<file path="config.mk">
export PLATFORM = sky130hd
export DESIGN_NAME = mmio_ctrl
export DESIGN_NICKNAME = d
export VERILOG_FILES = /design/src/rtl/mmio_pkg.sv /design/src/rtl/mmio_con_fifo.sv /design/src/rtl/mmio_ctrl.sv
export SDC_FILE = /design/constraint.sdc
export NUM_CORES = 1
export LEC_CHECK = 0
export CAP_MARGIN = 20
export CORE_UTILIZATION = 49
export CTS_CLUSTER_DIAMETER = 60
export DETAILED_ROUTE_END_ITERATION = 6
export PLACE_DENSITY = 0.8
export SLEW_MARGIN = 0
export SYNTH_ARGS = -nofsm -noshare
export SYNTH_HDL_FRONTEND = slang
export SYNTH_SLANG_ARGS = --single-unit
</file>
<file path="constraint.sdc">
create_clock -name clk -period 3.78 [get_ports clk]
set_input_delay 0.756 -clock clk [delete_from_list [all_inputs] [get_ports clk]]
set_output_delay 0.756 -clock clk [all_outputs]
set_load 0.03 [all_outputs]
</file>
<file path="src/rtl/mmio_pkg.sv">
// Shared types and default addresses for the MMIO controller.
package mmio_pkg;

  typedef enum logic [1:0] {
    ST_RUN     = 2'd0,
    ST_DRAIN   = 2'd1,
    ST_HALTED  = 2'd2,
    ST_TIMEOUT = 2'd3
  } mmio_state_e;

  localparam logic [31:0] CONSOLE_ADDR_DEF = 32'h0020_0000;
  localparam logic [31:0] FINISH_ADDR_DEF  = 32'h1000_0000;

endpackage

</file>
<file path="src/rtl/mmio_con_fifo.sv">
// Console byte FIFO: power-of-2 depth, accepts a push into a full FIFO only alongside a pop.
// Head is read from registered storage and forced to 0 while empty.
module mmio_con_fifo #(
  parameter int DEPTH = 8,
  parameter int WIDTH = 8
) (
  input  logic             clk,
  input  logic             rst_n,
  input  logic             push,
  input  logic [WIDTH-1:0] push_data,
  input  logic             pop,
  output logic             full,
  output logic             empty,
  output logic [WIDTH-1:0] head
);

  localparam int AW = (DEPTH > 1) ? $clog2(DEPTH) : 1;

  logic [WIDTH-1:0] mem [DEPTH];
  logic [AW-1:0]    wr_ptr;
  logic [AW-1:0]    rd_ptr;
  logic [AW:0]      count;
  logic             do_push;
  logic             do_pop;

  assign full    = (count == (AW+1)'(DEPTH));
  assign empty   = (count == '0);
  assign do_pop  = pop & ~empty;
  // A full FIFO frees the head slot on the same edge it is popped.
  assign do_push = push & (~full | do_pop);
  assign head    = empty ? '0 : mem[rd_ptr];

  always_ff @(posedge clk) begin
    if (do_push) mem[wr_ptr] <= push_data;
  end

  always_ff @(posedge clk) begin
    if (!rst_n) begin
      wr_ptr <= '0;
      rd_ptr <= '0;
      count  <= '0;
    end else begin
      if (do_push) wr_ptr <= wr_ptr + AW'(1);
      if (do_pop)  rd_ptr <= rd_ptr + AW'(1);
      case ({do_push, do_pop})
        2'b10:   count <= count + (AW+1)'(1);
        2'b01:   count <= count - (AW+1)'(1);
        default: count <= count;
      endcase
    end
  end

endmodule

</file>
<file path="src/rtl/mmio_ctrl.sv">
// MMIO decode on the DCCM write port, console FIFO, shutdown sequencing and retirement watchdog.
// Optional watchdog: define MMIO_WDOG_EN to build the counter and TIMEOUT path.
module mmio_ctrl
  import mmio_pkg::*;
#(
  parameter int              XLEN         = 32,
  parameter logic [XLEN-1:0] CONSOLE_ADDR = XLEN'(CONSOLE_ADDR_DEF),
  parameter logic [XLEN-1:0] FINISH_ADDR  = XLEN'(FINISH_ADDR_DEF),
  parameter int              FIFO_DEPTH   = 8,
  parameter int              WDOG_LIMIT   = 1000
) (
  input  logic            clk,
  input  logic            rst_n,
  input  logic            dccm_wen,
  input  logic [XLEN-1:0] dccm_waddr,
  input  logic [XLEN-1:0] dccm_wdata,
  input  logic            retire_valid,
  output logic            mmio_hit,
  output logic            con_valid,
  output logic [7:0]      con_data,
  input  logic            con_ready,
  output logic            con_overflow,
  output logic            halt_req,
  output logic            halted,
  output logic [XLEN-1:0] halt_code,
  output logic            wdog_timeout
);

  mmio_state_e state;
  logic        con_hit;
  logic        fin_hit;
  logic        push;
  logic        pop;
  logic        fifo_full;
  logic        fifo_empty;
  logic        wdog_expire;

  assign con_hit  = dccm_wen && (dccm_waddr == CONSOLE_ADDR);
  assign fin_hit  = dccm_wen && (dccm_waddr == FINISH_ADDR);
  assign mmio_hit = con_hit | fin_hit;

  // Console bytes are only accepted while running; the FIFO drains in every state.
  assign push      = con_hit && (state == ST_RUN);
  assign con_valid = ~fifo_empty;
  assign pop       = con_valid & con_ready;

  mmio_con_fifo #(
    .DEPTH (FIFO_DEPTH),
    .WIDTH (8)
  ) u_fifo (
    .clk       (clk),
    .rst_n     (rst_n),
    .push      (push),
    .push_data (dccm_wdata[7:0]),
    .pop       (pop),
    .full      (fifo_full),
    .empty     (fifo_empty),
    .head      (con_data)
  );

  always_ff @(posedge clk) begin
    if (!rst_n) begin
      con_overflow <= 1'b0;
    end else if (push && fifo_full && !pop) begin
      con_overflow <= 1'b1;
    end
  end

`ifdef MMIO_WDOG_EN
  localparam int WCW = $clog2(WDOG_LIMIT + 1);

  logic [WCW-1:0] wdog_cnt;

  assign wdog_expire = (state == ST_RUN) && !retire_valid &&
                       (wdog_cnt == WCW'(WDOG_LIMIT - 1));

  // Reaches at most WDOG_LIMIT on the expiring edge, then freezes outside RUN.
  always_ff @(posedge clk) begin
    if (!rst_n) begin
      wdog_cnt <= '0;
    end else if (state == ST_RUN) begin
      wdog_cnt <= retire_valid ? '0 : wdog_cnt + WCW'(1);
    end
  end
`else
  localparam int unused_wdog_limit = WDOG_LIMIT;
  logic unused_retire;

  assign unused_retire = retire_valid;
  assign wdog_expire   = 1'b0;
`endif

  always_ff @(posedge clk) begin
    if (!rst_n) begin
      state        <= ST_RUN;
      halt_req     <= 1'b0;
      halted       <= 1'b0;
      halt_code    <= '0;
      wdog_timeout <= 1'b0;
    end else begin
      case (state)
        ST_RUN: begin
          if (fin_hit) begin
            state     <= ST_DRAIN;
            halt_req  <= 1'b1;
            halt_code <= dccm_wdata;
          end else if (wdog_expire) begin
            state        <= ST_TIMEOUT;
            halt_req     <= 1'b1;
            wdog_timeout <= 1'b1;
          end
        end
        ST_DRAIN: begin
          if (fifo_empty) begin
            state  <= ST_HALTED;
            halted <= 1'b1;
          end
        end
        default: state <= state;
      endcase
    end
  end

endmodule

</file>
==> impl_results.md, run 1 <==
- Largest incremental delay on the critical path: 0.72 ns
- RSZ-0062 raised after global routing: no
- Arrival @ worst endpoint: 2.90 ns
- H-tree lvl count: 4
- Die area: 9730 um2
- Gate Count Post-Synth: 319
- Fin util: 73.0%
- Clk buf depth: 2
- DRT Pass-1 Iters: 4
- Top_reg_cell synth: edfxtp_1
- Syn_nets: 393
- Cts hold-fix bufs: 0
- Aggregate routed wire length: 10400 um
- Post-route antenna net violation count: 0
- Count of pins over their slew limit: 0
- First-pass GRT wire length: 16600 um
- TritonCTS clock tree: done
- Vias in the first global route: 3239
- Largest family of logic cells by synthesized area: multiplexers
- Crit path max-delay family: buffers and inverters
- Area Overhead vs Synth: 41.8%
- Tot Pwr: 3.67 mW
- Global route overflow: 0
- Post-Synth Simple-Gate Area: 11.2%
- Worst path required time: 3.02 ns
- Hold_ws: 0.475 ns
- CTS buffer count: 17
- EDFF count, synth: 64
- LEAKAGE: 2.18 nW
- Max Cap Viol: 0
- TNS Setup: 0 ns
- Worst-margin pin slew: 0.835 ns
- Port bufs: approximately 110
- Slew HR: 44.3%
- Pwr/cell area: 566 nW/um2
- Setup Fix Bufs, Post-CTS: 0
- Adder-Cell Fraction of Synth Area: 1.53%
- WP buf/inv: 2
- Compound-Gate Fraction of Synth Area: 2.32%
- Critical path's most frequent cell: clkdlybuf4s50_1
- Minimum clock period: around 3.7 ns
- Status: completed
- Synth async-reset ratio: 0%
- Setup crit start kind: primary input
- Most common cell after layout, fill and taps aside: clkdlybuf4s50_1
- DRC Markers: 0
- Avg WL per Cell: between 15 and 20 um
- Setup CP Type: in -> out
- Register area share after synthesis: 63.9%
- F_max: 274 MHz
- Final Setup Violations: 0
- Initial core utilization: slightly above 50%
- Worst-Skew Late Latency: 0.50 ns
- Worst min-delay path category: reg -> reg
- Design area: 6490 um2
- Fin crit share: between 90% and 100%
- Synthesized area per cell: 14.3 um2
- Synth Area in XOR/XNOR: 1.15%
- Largest net degree at the start of global routing: 47
- Gpl congestion: 0.799
- Number of vias per cell: 5.34
- Row Count: 34
- Crit path max fanout: 3
- Area post-placement: between 5000 and 6000 um2
- Worst-path clk slew: 0.05 ns
- Die width: 98.6 um
- Nets: 522
- Yosys Warn Count: 0
- Core ar.: 8890 um2
- Die height: 98.6 um
- Most frequent cells in the layout: 112 x clkdlybuf4s50_1, 64 x edfxtp_1, 56 x nor2_1
- Layout cells sized above 1: 16.5%
- Hold Fails Final Rpt: 0
- Initial antenna violation count: 0
- Slowest CP cell: clkdlybuf4s50_1
- Iteration-0 DRC Markers: 152
- Post-cts resize count: 0
- Maximum VDD drop: 0.000296 V
- Root Buffer: clkbuf_8
- Cell area after synthesis: 4570 um2
- Filler Cell Count: 538
- Cell Chain, Critical Path: clkdlybuf4s50_1 > or4b_4 > or2_1 > nor4_1 > clkdlybuf4s50_1
- Global-route usage over all layers: 23.1%
- Via count: 3040
- Hpwl dp: 6690 um
- IO Pins: approximately 120
- Setup crit end kind: output port
- Seq cells post-synth: around 110
- Final Skew: around 0.0064 ns
- Synth cell types: 45
- # clock sinks: 114
- # diodes: 0
- Post-synthesis mux area share: ~18%
## metal layers
metal / track usage (%) / share of wire (%) / vias to the layer above
li1: - / - / 1440
met1: 27.6 / 39 / 1468
met2: 39.3 / 53 / 114
met3: 6.88 / 5.9 / 18
met4: 9.18 / 2.4 / 0
met5: 0 / 0 / -
## state kept, by name, summed over array words and instances (netlist names), named ones only
name	count
u_fifo.wr_ptr	3
halted	1
state	2
u_fifo.rd_ptr	3
u_fifo.count	4
halt_code	32
u_fifo.mem	64
halt_req	1
con_overflow	1
## worst register-to-register path: stages, from the launching register on
cell,delay (ns)
dfxtp_1,0.33
or4b_1,0.56
or3_4,0.38
o31ai_4,0.26
inv_2,0.12
ha_1,0.28
a21o_1,0.18
a21oi_1,0.17
mux2i_1,0.23
mux2i_1,0.18
## cell families (layout without fill, tap and decap cells)
kind of cell / count (synthesis) / count (layout)
buffers and inverters: 24 / 166
xor gates and xnor gates: 6 / 6
adders and majority gates: 5 / 5
muxes: 60 / 60
other: 1 / 1
and+or+nand+nor: 96 / 96
DFF: 114 / 114
AOI/OAI and AO/OA: 13 / 13
## power breakdown
| part | switching, mW | leakage [nW] | internal (mW) |
|---|---|---|---|
| Sequential | 0.0430 | 0.978 | 1.33 |
| Clock | 0.544 | 0.289 | 1.07 |
| Combinational | 0.345 | 0.913 | 0.338 |
| Total | 0.932 | 2.18 | 2.74 |
## stage by stage
step                std cells  setup slack [ns]
global route              569            0.0219
detailed placement        537             0.125
global placement          537             0.111
CTS                       569             0.103
finish                    569             0.125
floorplan                 319             0.511
## cells in the mapped netlist, types with 2 or more instances
| cell | instances | area share [%] |
|---|---|---|
| edfxtp_1 | 64 | 42 |
| nor2_1 | 56 | 4.6 |
| dfxtp_1 | 50 | 22 |
| mux2i_1 | 44 | 9.6 |
| mux4_2 | 16 | 7.9 |
| nor4_1 | 10 | 1.4 |
| clkbuf_1 | 9 | 0.74 |
| nand2_1 | 5 | 0.41 |
| nor3_1 | 5 | 0.55 |
| xnor2_1 | 5 | 0.96 |
| buf_4 | 4 | 0.66 |
| ha_1 | 4 | 1.1 |
| inv_1 | 4 | 0.33 |
| nor3b_1 | 4 | 0.66 |
| a21oi_1 | 3 | 0.33 |
| inv_2 | 3 | 0.25 |
| buf_1 | 2 | 0.16 |
| buf_2 | 2 | 0.22 |
| nand2b_1 | 2 | 0.27 |
| o21a_1 | 2 | 0.33 |
## layout make-up
type                            count  area, um2  share of cell area [%]
Clock buffer                       19        422                    6.50
Clock inverter                     13        184                    2.84
Inverter                            7       26.3                   0.405
Multi-Input combinational cell    181       1550                    23.9
Sequential cell                   114       2920                    45.1
Tap cell                          108        135                    2.08
Timing Repair Buffer              127       1250                    19.2
## worst paths after layout
kind | start | end | slack, ns | depth (start not counted)
min reg2reg | con_overflow | con_overflow | 0.48 | 1
max reg2reg | state[1] | u_fifo.count[3] | 1.02 | 9
min | con_overflow | con_overflow | 0.48 | 1
max | dccm_waddr[23] | mmio_hit | 0.12 | 5
No activity file was read; power rests on OpenSTA's default activity.
==> run 2: changes to the inputs <==
- CORE_UTILIZATION: 49 -> 50
- CTS_CLUSTER_SIZE: unset -> 12
- SYNTH_HIERARCHICAL: unset -> 1
==> run 2 against run 1 <==
Effect of this change:
- count of clock-buffer cells in the layout decreased by 2
- sequential power is 3% lower
- register-to-register slack gained 0.18 ns
- via count is 8.7% higher
==> impl_results.md, run 2 <==
- Worst-path clk slew: 0.06 ns (about the same)
- Setup crit start kind: primary input
- Crit path max fanout: 3 (unchanged)
- Arrival @ worst endpoint: 2.66 ns (-0.24 ns)
- Iteration-0 DRC Markers: 125 (-18%)
- Gate Count Post-Synth: 364 (+14%)
- TritonCTS clock tree: done
- Cell with the most instances after synthesis: nand2_1
- Most frequent cells in the layout: 111 x clkdlybuf4s50_1, 69 x nand2_1, 64 x edfxtp_1
- Global-route usage over all layers: 23.4% (+0.31 points)
- Yosys Warn Count: 6 (+6)
- Clk pwr share: 51.1% (+7.1 points)
- Largest net degree at the start of global routing: 76 (+62%)
- Row Count: 35 (+2.9%)
- Hpwl dp: 6840 um (+2.3%)
- Max reg flops: 64 (unchanged)
- Nets: 560 (+7.3%)
- F_max: 293 MHz (+7.1%)
- DRC Markers: 0 (unchanged)
- WP buf/inv: 2 (unchanged)
- Largest register by flop count: u_fifo/mem
- Final Skew: 0.00709 ns (+0.000653 ns)
- Status: completed
- Worst-Skew Late Latency: 0.51 ns (about the same)
- Layout cells sized above 1: 15.2% (-1.3 points)
- Die area: 10200 um2 (+4.4%)
- Initial core utilization: 52.3% (+0.84 points)
- Worst path required time: 3.02 ns (about the same)
- Count of pins over their slew limit: 0 (unchanged)
- Post-cts resize count: 0 (unchanged)
- Max Cap Viol: 0 (unchanged)
- IO Pins: 115 (unchanged)
- Cell Chain, Critical Path: clkdlybuf4s50_1 > nor4b_2 > nand4_2 > nor3_1 > clkdlybuf4s50_1
- Commonest cells post-synth: 69 x nand2_1, 64 x edfxtp_1, 50 x dfxtp_1
- Cts hold-fix bufs: 0 (unchanged)
- Synth async-reset ratio: 0% (unchanged)
- Die width: 101 um (+2.2%)
- # clock sinks: 114 (unchanged)
- Fin crit share: 90.3% (-6.4 points)
- Register area share after synthesis: 59.9% (-4.0 points)
- Sw power: 0.765 mW (-18%)
- Pwr/cell area: 495 nW/um2 (-13%)
- RSZ-0062 raised after global routing: no
- Aggregate routed wire length: 10800 um (+4.1%)
- Maximum VDD drop: 0.000367 V (+24%)
- Worst-margin pin slew: 0.843 ns (+0.00821 ns)
- Seq cells post-synth: 114 (unchanged)
- Largest incremental delay on the critical path: 0.70 ns (-0.02 ns)
- Internal cell power: 2.55 mW (-7.0%)
- Slew HR: 43.7% (-0.54 points)
- Largest registers: u_fifo/mem (64), halt_code (32), u_fifo/count (4)
- DRT Pass-1 Iters: 5 (+1)
- Worst min-delay path category: reg -> reg
- Synth cell types: 50 (+11%)
- Setup Fix Bufs, Post-CTS: 0 (unchanged)
- Synthesized area per cell: 13.4 um2 (-6.6%)
- Avg WL per Cell: 17.2 um (-5.7%)
- EDFF count, synth: 64 (unchanged)
- Fin util: 71.8% (-1.1 points)
- Synth area leaders: edfxtp_1 39%, dfxtp_1 21%, mux2i_1 8.6%, mux4_2 7.4%, nand2_1 5.3%
- Core ar.: 9330 um2 (+4.9%)
- Slowest CP cell: clkdlybuf4s50_1
- Initial antenna violation count: 0 (unchanged)
- First-pass GRT wire length: 17400 um (+5.1%)
- Final Setup Violations: 0 (unchanged)
- Area fraction of the dominant cell type after synthesis: 39.4% (-2.6 points)
- H-tree lvl count: 4 (unchanged)
- LEAKAGE: 2.31 nW (+6.0%)
- Via count: 3305 (+8.7%)
- Die height: 101 um (+2.2%)
- Hold Fails Final Rpt: 0 (unchanged)
- Critical path's most frequent cell: clkdlybuf4s50_1
- Vias in the first global route: 3435 (+6.1%)
- Setup crit end kind: output port
- Reg power frac: 40.0% (+2.6 points)
- Post-route antenna net violation count: 0 (unchanged)
- Root Buffer: clkbuf_8
- Net Sw Frac: 23.1% (-2.3 points)
- Number of vias per cell: 5.26 (-1.5%)
- TNS Setup: 0 ns (unchanged)
- Gpl congestion: 0.769 (-3.7%)
- Clk buf depth: 2 (unchanged)
- Port bufs: 112 (unchanged)
- Setup CP Type: in -> out
- Most common cell after layout, fill and taps aside: clkdlybuf4s50_1
- Cell taking the most area after synthesis: edfxtp_1
- Combinational share of power: 8.9% (-9.7 points)
- Crit path max-delay family: buffers and inverters
- Area Overhead vs Synth: 37.4%
- Minimum clock period: 3.41 ns (-0.242 ns)
- # diodes: 0 (unchanged)
- Syn_nets: 438 (+11%)
- CTS buffer count: 17 (unchanged)
- Cell area after synthesis: 4880 um2 (+6.6%)
- Global route overflow: 0 (unchanged)
- Top_reg_cell synth: edfxtp_1
-- run 2: final timing paths --
path,slack [ns],end,start,cells past startpoint
worst max-delay path,0.37,mmio_hit,dccm_waddr[9],5
worst min-delay path,0.46,halt_code[4],halt_code[4],2
worst max register to register,1.20,u_fifo/count[3],u_fifo/count[3],11
worst min register to register,0.46,halt_code[4],halt_code[4],2
-- run 2: area by class of cell --
cell class / count / area, um2
clock buffer: 17 / 414
clock inverter: 15 / 219
multi-input combinational: 221 / 1740
tap: 129 / 161
sequential: 114 / 2920
fill: 638 / 2630
timing repair buffer: 126 / 1220
inverter: 6 / 22.5
-- run 2: stage by stage --
stage / hold slack [ns] / power, mW / setup WS (ns) / area, um2 / instances
finish: 0.456 / 3.31 / 0.367 / 6700 / 628
global route: 0.478 / 3.43 / 0.253 / 6700 / 628
CTS: 0.460 / 3.34 / 0.293 / 6700 / 628
global placement: 0.441 / 1.64 / 0.390 / 6070 / 596
detailed placement: 0.448 / 1.65 / 0.254 / 6070 / 596
floorplan: 0.472 / 1.50 / 0.759 / 4880 / 364
-- run 2: worst min-delay path, delay by kind of cell (launching register included) --
| family | cells | cell delay (ns) |
|---|---|---|
| flip-flops | 1 | 0.30 |
| AND/OR/NAND/NOR | 1 | 0.05 |
| multiplexers | 1 | 0.05 |
-- run 2: routing by layer --
metal,track usage [%],wire length (um),vias to the layer above
li1,-,-,1567
met3,7.35,703,17
met5,0,0,-
met2,40.5,5640,127
met1,27.2,4300,1594
met4,9.03,144,0
-- run 2: cells by family after synthesis --
group           count (synthesis)  synth area share, %
compound gates                 17                 3.16
xor+xnor                        8                 1.44
fa+ha+maj                       5                 1.44
buf+inv                        29                 4.54
flops                         114                 59.9
mux                            58                 16.0
other cells                     1               0.0769
simple gates                  132                 13.4
-- run 2: power by group through the flow --
stage	Clock (mW)	Combinational, mW	Sequential [mW]
after global placement	0	0.286	1.35
after detailed placement	0	0.295	1.35
after CTS	1.72	0.297	1.33
after floorplan	0	0.159	1.34
after global routing	1.78	0.317	1.33
final	1.69	0.295	1.33
==> run 3: changes to the inputs <==
- CTS_CLUSTER_DIAMETER: 60 -> 50
- PLACE_DENSITY: 0.8 -> 0.87
==> run 3 against run 2 <==
Effect of this change:
- sequential cell count unchanged
- routed wire length down 5.3%
- worst hold slack about the same
- count of clock-buffer cells in the layout is 1 higher
- clock skew up 0.0055 ns
- worst setup slack worse by 0.014 ns
- cell count up 0.32%
==> impl_results.md, run 3 (synthesized netlist as in run 2, its figures left out) <==
- Worst-margin pin slew: 0.698 ns (-0.145 ns)
- Post-cts resize count: 0 (unchanged)
- Row Count: 35 (unchanged)
- Worst R2R End: u_fifo/count[3]
- Die height: 101 um (unchanged)
- Setup WS post-layout: 0.353 ns (-0.0137 ns)
- Critical path's most frequent cell: clkdlybuf4s50_1
- # diodes: 0 (unchanged)
- Hold Path End: halt_code[0]
- Root Buffer: clkbuf_8
- Fin crit share: 90.7% (+0.36 points)
- Iteration-0 DRC Markers: 136 (+8.8%)
- Setup crit end kind: output port
- First-pass GRT wire length: 16400 um (-5.8%)
- F_max: 292 MHz (-0.40%)
- WP buf/inv: 2 (unchanged)
- Clk buf depth: 2 (unchanged)
- Largest net degree at the start of global routing: 76 (unchanged)
- Hpwl dp: 6880 um (+0.53%)
- # clock sinks: 114 (unchanged)
- RSZ-0062 raised after global routing: no
- Cts hold-fix bufs: 0 (unchanged)
- Nets: 562 (+0.36%)
- Final Skew: 0.0126 ns (+0.00555 ns)
- Initial antenna violation count: 0 (unchanged)
- Largest register by flop count: u_fifo/mem
- IO Pins: 115 (unchanged)
- H-tree lvl count: 4 (unchanged)
- Core ar.: 9330 um2 (unchanged)
- Status: completed
- Port bufs: 112 (unchanged)
- Area Overhead vs Synth: 36.1%
- TNS Setup: 0 ns (unchanged)
- Setup CP Type: in -> out
- Most frequent cells in the layout: 111 x clkdlybuf4s50_1, 69 x nand2_1, 64 x edfxtp_1
- Placed cell count: 598 (+0.34%)
- Layout cells sized above 1: 15.4% (+0.14 points)
- R2R Setup Slk: 1.10 ns (-0.10 ns)
- Largest incremental delay on the critical path: 0.71 ns (about the same)
- Die width: 101 um (unchanged)
- Avg WL per Cell: 16.2 um (-5.6%)
- FF/Latch Area: 2920 um2 (unchanged)
- Worst min-delay path category: reg -> reg
- Hold path start: halt_code[0]
- Aggregate routed wire length: 10200 um (-5.3%)
- Setup crit start kind: primary input
- Global route overflow: 0 (unchanged)
- Via count: 3280 (-0.76%)
- Pwr/cell area: 468 nW/um2 (-5.4%)
- Worst slack at placement: 0.371 ns (+0.116 ns)
- CTS buffer count: 17 (unchanged)
- Arrival @ worst endpoint: 2.67 ns (about the same)
- Slowest CP cell: clkdlybuf4s50_1
- Fin util: 71.2% (-0.67 points)
- Max reg flops: 64 (unchanged)
- Max Cap Viol: 0 (unchanged)
- Hold Fails Final Rpt: 0 (unchanged)
- Worst-path clk slew: 0.06 ns (about the same)
- Tot Pwr: 3.10 mW (-6.3%)
- LEAKAGE: 2.28 nW (-1.4%)
- Vias in the first global route: 3334 (-2.9%)
- Filler Cell Count: 643 (+0.78%)
- TritonCTS clock tree: done
- Cell Chain, Critical Path: clkdlybuf4s50_1 > nor4_1 > nand4_2 > nor3_1 > clkdlybuf4s50_1
- Global-route usage over all layers: 21.9% (-1.5 points)
- Minimum clock period: 3.43 ns (+0.0137 ns)
- Gpl congestion: 0.734 (-4.5%)
- Reg2reg start: u_fifo/count[3]
- Worst R2R Path Depth: 12 (+1)
- Slew HR: 53.5% (+9.7 points)
- Hold depth: 2 (unchanged)
- Most common cell after layout, fill and taps aside: clkdlybuf4s50_1
- Hold_ws: 0.456 ns (+0.000264 ns)
- Crit path max-delay family: buffers and inverters
- Design area: 6640 um2 (-0.93%)
- Post-route antenna net violation count: 0 (unchanged)
- Post-Layout Cell Count: 630 (+0.32%)
- Final Setup Violations: 0 (unchanged)
- Number of vias per cell: 5.21 (-1.1%)
- Maximum VDD drop: 0.000298 V (-19%)
- DRC Markers: 0 (unchanged)
- DRT Pass-1 Iters: 4 (-1)
- Worst-Skew Late Latency: 0.51 ns (about the same)
- Worst path required time: 3.02 ns (about the same)
- Initial core utilization: 52.3% (unchanged)
- Die area: 10200 um2 (unchanged)
- Setup Fix Bufs, Post-CTS: 0 (unchanged)
- Footprint of the multi-input gates: 1740 um2 (unchanged)
- Area post-placement: 6080 um2 (+0.25%)
- Crit path max fanout: 3 (unchanged)
- Count of pins over their slew limit: 0 (unchanged)
- Largest registers: u_fifo/mem (64), halt_code (32), u_fifo/count (4)
## run 3: cell types whose count changed in the layout (fill, tap and decap cells not counted), sizes merged
| cell | change |
|---|---|
| clkinv | +3 |
| bufinv | -2 |
| clkinvlp | +4 |
| clkbuf | +1 |
| buf | +2 |
| inv | -6 |
## run 3: layout make-up
type,instances,area share [%]
flip-flops and latches,114,44.0
multi-input cells,221,26.2
repair buffers,128,18.6
clock buffers,18,6.30
well taps,129,2.43
clock inverters,14,2.07
inverters,6,0.339
## run 3: worst max-delay path by stage
stage | startpoint | end | cells past startpoint
after detailed placement | dccm_waddr[1] | mmio_hit | 5
after global placement | dccm_waddr[14] | mmio_hit | 5
after CTS | dccm_waddr[14] | mmio_hit | 5
final | dccm_waddr[14] | mmio_hit | 5
after global routing | dccm_waddr[14] | mmio_hit | 5
after floorplan | dccm_waddr[1] | u_fifo/mem[0][0] | 7
## run 3: metal layers
| layer | vias to the layer above | track usage (%) | part of all wire [%] |
|---|---|---|---|
| li1 | 1567 | - | - |
| met5 | - | 0 | 0 |
| met2 | 109 | 36.9 | 50 |
| met4 | 0 | 8.03 | 1.3 |
| met1 | 1591 | 25.3 | 41 |
| met3 | 13 | 8.60 | 7.1 |
## run 3: power breakdown
part | internal [mW] | switching [mW]
registers | 1.31 | 0.0130
logic | 0.144 | 0.148
clock network | 0.931 | 0.556
## run 3: worst register-to-register path, stage by stage, from the launching register on
cell     delay (ns)
dfxtp_1        0.55
nor4_4         0.05
buf_4          0.20
nor2b_1        0.12
buf_4          0.17
o21ai_2        0.10
or2_2          0.32
inv_1          0.08
ha_1           0.27
a21oi_1        0.17
nand2_1        0.12
or3_1          0.36
nand4_1        0.09
